File: config.mk
export PLATFORM = sky130hd
export DESIGN_NAME = turn_controller
export DESIGN_NICKNAME = d
export VERILOG_FILES = /design/src/rtl/turn_pkg.sv /design/src/rtl/sec_prescaler.sv /design/src/rtl/turn_controller.sv
export SDC_FILE = /design/constraint.sdc
export NUM_CORES = 1
export LEC_CHECK = 0
export ABC_AREA = 1
export CORE_MARGIN = 2
export CORE_UTILIZATION = 62
export DETAILED_ROUTE_END_ITERATION = 7
export PLACE_DENSITY = 0.93
export SYNTH_ARGS = -nofsm -noshare
export SYNTH_HDL_FRONTEND = slang
export SYNTH_SLANG_ARGS = --single-unit
File: constraint.sdc
create_clock -name CLOCK_50 -period 3.2 [get_ports CLOCK_50]
set_input_delay 0.96 -clock CLOCK_50 [delete_from_list [all_inputs] [get_ports CLOCK_50]]
set_output_delay 0.96 -clock CLOCK_50 [all_outputs]
set_load 0.01 [all_outputs]
File: src/rtl/turn_pkg.sv
// turn_pkg: shared state encoding, player/winner codes and BCD helpers for the turn controller
package turn_pkg;
  typedef enum logic [1:0] {IDLE = 2'd0, PLAY = 2'd1, SWITCH = 2'd2, OVER = 2'd3} state_t;
  localparam logic [3:0] P1 = 4'd1;
  localparam logic [3:0] P2 = 4'd2;
  localparam logic [3:0] WINNER_TIE = 4'hF;
  localparam logic [3:0] WINNER_NONE = 4'd0;
  localparam int DEFAULT_TURN_SECONDS = 15;
  function automatic logic [3:0] bcd_tens(input int s);
    return 4'(s / 10);
  endfunction
  function automatic logic [3:0] bcd_ones(input int s);
    return 4'(s % 10);
  endfunction
  function automatic logic [3:0] winner_of(input logic [3:0] a, input logic [3:0] b);
    return a > b ? P1 : b > a ? P2 : WINNER_TIE;
  endfunction
endpackage

File: src/rtl/sec_prescaler.sv
// sec_prescaler: divides the system clock into a one-cycle pulse per second
module sec_prescaler #(
  parameter int TICKS_PER_SEC = 50000000
) (
  input  logic CLOCK_50,
  input  logic reset,
  input  logic enable,
  input  logic clear,
  output logic sec_tick
);
  localparam int W = TICKS_PER_SEC > 1 ? $clog2(TICKS_PER_SEC) : 1;
  localparam logic [W-1:0] LAST = W'(TICKS_PER_SEC - 1);
  logic [W-1:0] count;
  assign sec_tick = enable && count == LAST;
  always_ff @(posedge CLOCK_50) begin
    if (reset || clear) count <= '0;
    else if (enable) count <= sec_tick ? '0 : count + W'(1);
  end
endmodule

File: src/rtl/turn_controller.sv
// turn_controller: two-player card-match sequencer owning turn, countdown, scores and winner
module turn_controller
  import turn_pkg::*;
#(
  parameter int TICKS_PER_SEC = 50000000,
  parameter int TURN_SECONDS = DEFAULT_TURN_SECONDS,
  parameter int TOTAL_PAIRS = 8
) (
  input  logic       CLOCK_50,
  input  logic       reset,
  input  logic       start,
  input  logic       match_valid,
  input  logic       match_hit,
  output logic [3:0] player_digit,
  output logic [3:0] score_p1,
  output logic [3:0] score_p2,
  output logic [3:0] timer_tens,
  output logic [3:0] timer_ones,
  output logic [3:0] winner_digit,
  output logic       game_over
);
  localparam int PW = $clog2(TOTAL_PAIRS + 1);
  localparam logic [3:0] R_TENS = bcd_tens(TURN_SECONDS);
  localparam logic [3:0] R_ONES = bcd_ones(TURN_SECONDS);
  state_t state;
  logic [PW-1:0] pairs;
  logic sec_tick, hit, miss, last_pair;
  logic [3:0] cur_score, new_score, new_p1, new_p2;
  sec_prescaler #(.TICKS_PER_SEC(TICKS_PER_SEC)) u_prescaler (
    .CLOCK_50(CLOCK_50),
    .reset(reset),
    .enable(state == PLAY),
    .clear(state != PLAY || match_valid),
    .sec_tick(sec_tick)
  );
  always_comb begin
    hit = state == PLAY && match_valid && match_hit;
    miss = state == PLAY && match_valid && !match_hit;
    cur_score = player_digit == P1 ? score_p1 : score_p2;
    new_score = cur_score == 4'd9 ? 4'd9 : cur_score + 4'd1;
    new_p1 = player_digit == P1 ? new_score : score_p1;
    new_p2 = player_digit == P2 ? new_score : score_p2;
    last_pair = pairs == PW'(TOTAL_PAIRS - 1);
  end
  always_ff @(posedge CLOCK_50) begin
    if (reset) begin
      state <= IDLE;
      player_digit <= P1;
      score_p1 <= '0;
      score_p2 <= '0;
      timer_tens <= R_TENS;
      timer_ones <= R_ONES;
      winner_digit <= WINNER_NONE;
      game_over <= 1'b0;
      pairs <= '0;
    end else begin
      case (state)
        IDLE: if (start) state <= PLAY;
        PLAY:
          if (hit) begin
            score_p1 <= new_p1;
            score_p2 <= new_p2;
            pairs <= pairs + PW'(1);
            timer_tens <= R_TENS;
            timer_ones <= R_ONES;
            if (last_pair) begin
              state <= OVER;
              game_over <= 1'b1;
              winner_digit <= winner_of(new_p1, new_p2);
            end
          end else if (miss) state <= SWITCH;
          else if (sec_tick) begin
            // BCD decrement; reaching 00 ends the turn on a timeout
            timer_ones <= timer_ones == 4'd0 ? 4'd9 : timer_ones - 4'd1;
            timer_tens <= timer_ones == 4'd0 ? timer_tens - 4'd1 : timer_tens;
            if (timer_tens == 4'd0 && timer_ones == 4'd1) state <= SWITCH;
          end
        SWITCH: begin
          player_digit <= player_digit == P1 ? P2 : P1;
          timer_tens <= R_TENS;
          timer_ones <= R_ONES;
          state <= PLAY;
        end
        OVER:
          if (start) begin
            score_p1 <= '0;
            score_p2 <= '0;
            pairs <= '0;
            winner_digit <= WINNER_NONE;
            game_over <= 1'b0;
            player_digit <= P1;
            timer_tens <= R_TENS;
            timer_ones <= R_ONES;
            state <= PLAY;
          end
      endcase
    end
  end
endmodule
==> PnR_summary.wiki <==
{| class="wikitable"
! Metric !! Value
|-
| Run status || finished, final reports clean
|-
| Cell types occupying the most area after synthesis || sky130_fd_sc_hd__dfxtp_1 33%, sky130_fd_sc_hd__nand2_1 13%, sky130_fd_sc_hd__nand3_1 7.3%
|-
| Worst Setup Start Kind || flop
|-
| Area of the multi-input gates || 0.00184 sq mm
|-
| Post-synthesis share of cell area spent on and, or, nand and nor gates || 39.5%
|-
| Primary FF master, synth || sky130_fd_sc_hd__dfxtp_1
|-
| Remaining DRCs || 0
|-
| Fin crit period || 2500 ps
|-
| Global-route wire length before repair || 12.9 mm
|-
| Leak || 1.49 nW
|-
| Most frequent cells after synthesis || 114 x sky130_fd_sc_hd__nand2_1, 61 x sky130_fd_sc_hd__nor2_1, 58 x sky130_fd_sc_hd__inv_1
|-
| Pwr per Cell Area || 645 mW/mm^2
|-
| Hold Buf Count CTS || 0
|-
| Reg2Reg Depth || 18
|-
| First-iteration detailed-routing DRC count || 250
|-
| Warnings from Yosys || 0
|-
| Full die area || 0.00580 sq mm
|-
| Largest stage delay on the critical path || 560 ps
|-
| Biggest area consumer among synthesized cells || sky130_fd_sc_hd__dfxtp_1
|-
| Clock Root Buffer || sky130_fd_sc_hd__clkbuf_8
|-
| Compound-cell area share of the yosys netlist || 10.3%
|-
| First-pass detailed-route iteration total || 5
|-
| Total number of clock tree sinks || 54
|-
| Proportion of layout cells with a drive suffix above 1 || 8.27%
|-
| Sum of routed wire segments on met1 || 3.13 mm
|-
| Number of global-route vias before repair || 3,006
|-
| Flip-flop and latch count after synthesis || 54
|-
| Skew-Pair Late Insertion Delay || 310 ps
|-
| Launching instance or port of the critical path || player_digit[0]
|-
| Total global-route track usage || 26.6%
|-
| Launch point of the worst reg-to-reg path || player_digit[0]
|-
| GR Overflow Total || 0
|-
| Final hold viol count || 0
|-
| Slew at the pin closest to its max-slew limit || 602 ps
|-
| FF-to-FF End || winner_digit[2]
|-
| Mux cell area share after synthesis || 0%
|-
| Routed length on met2 || 3.52 mm
|-
| Relative contribution of sequential cells to total power || 34.9%
|-
| Post-Route Skew || 11.6 ps
|-
| Count of final setup violators || 0
|-
| Footprint of the flip-flops and latches || 0.00108 sq mm
|-
| Setup fix buffers added after clock tree synthesis || 0
|-
| Most numerous cell on the critical path || sky130_fd_sc_hd__nand2_1
|-
| Psw || 1.03 mW
|-
| Via total after detailed routing || 3,216
|-
| Core area || 0.00507 sq mm
|-
| Number of top-level pins || 30
|-
| Dominant combinational cell family by area after synthesis || simple AND/OR/NAND/NOR gates
|-
| Last element of the critical path || winner_digit[2]
|-
| Clock network fraction of design power || 16.9%
|-
| Synthesized-area fraction occupied by adder cells || 4.65%
|-
| Crit-path cells || nand2_2 -> nand2_1 -> nand2_1 -> nand2_1 -> nand2_1 -> inv_1 -> nand2_1 -> nand2_1 -> nand2_1 -> ha_1 -> inv_1 -> nor2_1 -> o21ai_0 -> nand2_1 -> nand2_1 -> nor2_1 -> a21oi_1 -> nor2_1
|-
| Maximum clock path buffer count || 2
|-
| Wire length per cell after detailed routing || 12.6 microns
|-
| Number of antenna violations at the first check in global routing || 0
|-
| Sort of element at the end of the critical path || flop
|-
| Post-Synth XOR/XNOR Area || 2.17%
|-
| Slowest-stage cell, CP || sky130_fd_sc_hd__dfxtp_1
|-
| Internal Dissipation || 1.31 mW
|-
| Initial cell density of the core || 63.7%
|-
| Post-DR vias/cell || 5.56
|-
| Max-slew headroom || 59.9%
|-
| Number of buffer cells added on primary ports || 27
|-
| Setup slack of the worst register-to-register path || 700 ps
|-
| Final non-filler cell total || 578
|-
| Y dimension of the die || 76.2 microns
|-
| Post-synthesis sequential area ratio || 33.5%
|-
| Syn Std Cell Area || 0.00323 sq mm
|-
| Critical path data required time || 3400 ps
|-
| Clock transition time at the flip-flop clock pins of the worst setup and hold paths || 100 ps
|-
| Top sig layer || met4
|-
| Placed cell count || 570
|-
| DIE WIDTH || 76.2 microns
|-
| Portion of synthesized cell area occupied by the leading cell type || 33.5%
|-
| Proportion of synthesized flip-flops having asynchronous set or reset || 0%
|-
| Number of clock buffers inserted by TritonCTS || 5
|-
| F_max || 401 MHz
|-
| Detailed-route wire length || 7.31 mm
|-
| Number of cell rows || 26
|-
| Data arrival time of the critical path || 2690 ps
|-
| Average cell area after synthesis || 6.73 sq um
|-
| Gate power share || 48.3%
|-
| Detailed placement HPWL || 5.53 mm
|-
| Layout Nets || 524
|-
| Number of instances in the synthesized netlist || 480
|-
| Fraction of power spent switching nets || 44.0%
|-
| Weighted congestion reported at the end of routability-driven placement || 0.880
|-
| Remaining antenna violation count after routing || 0
|-
| Maximum resistive drop on vdd || 292 uV
|-
| Class of the tightest hold or removal check || flop to flop
|-
| Critical path start-end classification || flop to flop
|-
| Total inserted antenna cells || 0
|-
| Max-capacitance violation count || 0
|-
| Final core occ || 71.5%
|-
| Count of different cell masters after synthesis || 43
|-
| Number of pins with negative max-slew slack in the final report || 0
|-
| Pin count of the biggest net entering global routing || 21
|-
| Clock tree from TritonCTS || done
|-
| Synthesis-to-layout area growth || 12.3%
|-
| Accumulated negative setup slack || 0 ps
|-
| Post-route clock period utilization || 78.0%
|-
| Unrepaired setup endpoints after global routing || no
|-
| Met3 routed wirelength || 438 microns
|-
| Fill cells || 407
|-
| Cell with the most instances after synthesis || sky130_fd_sc_hd__nand2_1
|-
| Max Fanout on Critical Path || 10
|-
| CTS resizes || 0
|-
| H-tree level count || 2
|-
| Count of flip-flops with a built-in enable after synthesis || 0
|}
[power by group through the flow]
stage,logic (mW),registers [mW],clock network [mW]
floorplan,0.814,0.832,0
global placement,1.06,0.823,0
detailed placement,1.10,0.828,0
CTS,1.12,0.813,0.406
global route,1.28,0.825,0.439
finish,1.13,0.816,0.395
[final cells by class]
class | instances | area share [%]
Sequential cell | 54 | 29.8
Timing Repair Buffer | 29 | 7.86
Inverter | 64 | 6.69
Clock inverter | 3 | 0.724
Tap cell | 70 | 2.41
Multi-Input combinational cell | 353 | 50.6
Clock buffer | 5 | 1.90
[worst min-delay path by stage]
stage,end,startpoint,depth (start not counted),slack [ps]
detailed placement,winner_digit[1],winner_digit[1],2,460
global route,winner_digit[1],winner_digit[1],2,500
finish,winner_digit[1],winner_digit[1],2,470
CTS,winner_digit[1],winner_digit[1],2,470
global placement,u_prescaler.count[0],u_prescaler.count[0],1,440
floorplan,u_prescaler.count[0],u_prescaler.count[0],1,430
[sequential cells by signal, summed over array words and instances, names as in the netlist]
| name | cells |
|---|---|
| player_digit | 2 |
| state | 2 |
| u_prescaler.count | 26 |
| pairs | 4 |
| winner_digit | 3 |
| timer_tens | 4 |
| score_p1 | 4 |
| game_over | 1 |
| timer_ones | 4 |
| score_p2 | 4 |
[worst max-delay path: cells and delay by family, from the launching register on]
family | cells | cell delay [ps]
AND/OR/NAND/NOR | 13 | 1150
flip-flops | 1 | 560
adder cells (fa/ha/maj) | 1 | 310
AO/OA/AOI/OAI | 2 | 250
buffers and inverters | 2 | 110
[placed cells by master, fill, tap and decap left out, types with 7 or more instances in the layout]
master,count
sky130_fd_sc_hd__nand4_1,9
sky130_fd_sc_hd__ha_1,12
sky130_fd_sc_hd__nor2_1,61
sky130_fd_sc_hd__nand2_1,114
sky130_fd_sc_hd__dfxtp_1,54
sky130_fd_sc_hd__a21oi_1,32
sky130_fd_sc_hd__nor3_1,10
sky130_fd_sc_hd__nand3_1,47
sky130_fd_sc_hd__xor2_1,7
sky130_fd_sc_hd__inv_1,58
sky130_fd_sc_hd__o21ai_0,13
sky130_fd_sc_hd__clkdlybuf4s50_1,27
[metrics by stage]
| step | hold WS, ps | cell area, sq um | setup slack (ps) | total power [mW] |
|---|---|---|---|---|
| finish | 468 | 3630 | 704 | 2.34 |
| global route | 502 | 3630 | 445 | 2.54 |
| CTS | 471 | 3630 | 764 | 2.34 |
| detailed placement | 458 | 3530 | 613 | 1.93 |
| global placement | 445 | 3530 | 713 | 1.88 |
| floorplan | 430 | 3230 | 1070 | 1.65 |
[cells by family after synthesis]
group	after synthesis
compound gates	59
xor+xnor	8
fa+ha+maj	12
buf+inv	74
flops	54
other cells	1
simple gates	272
[metal layers]
layer | vias up | track usage (%)
li1 | 1590 | -
met1 | 1449 | 32.4
met2 | 149 | 46.9
met3 | 28 | 4.03
met4 | 0 | 11.5
met5 | - | 0
Note: power is estimated with default switching activity, not from simulation.
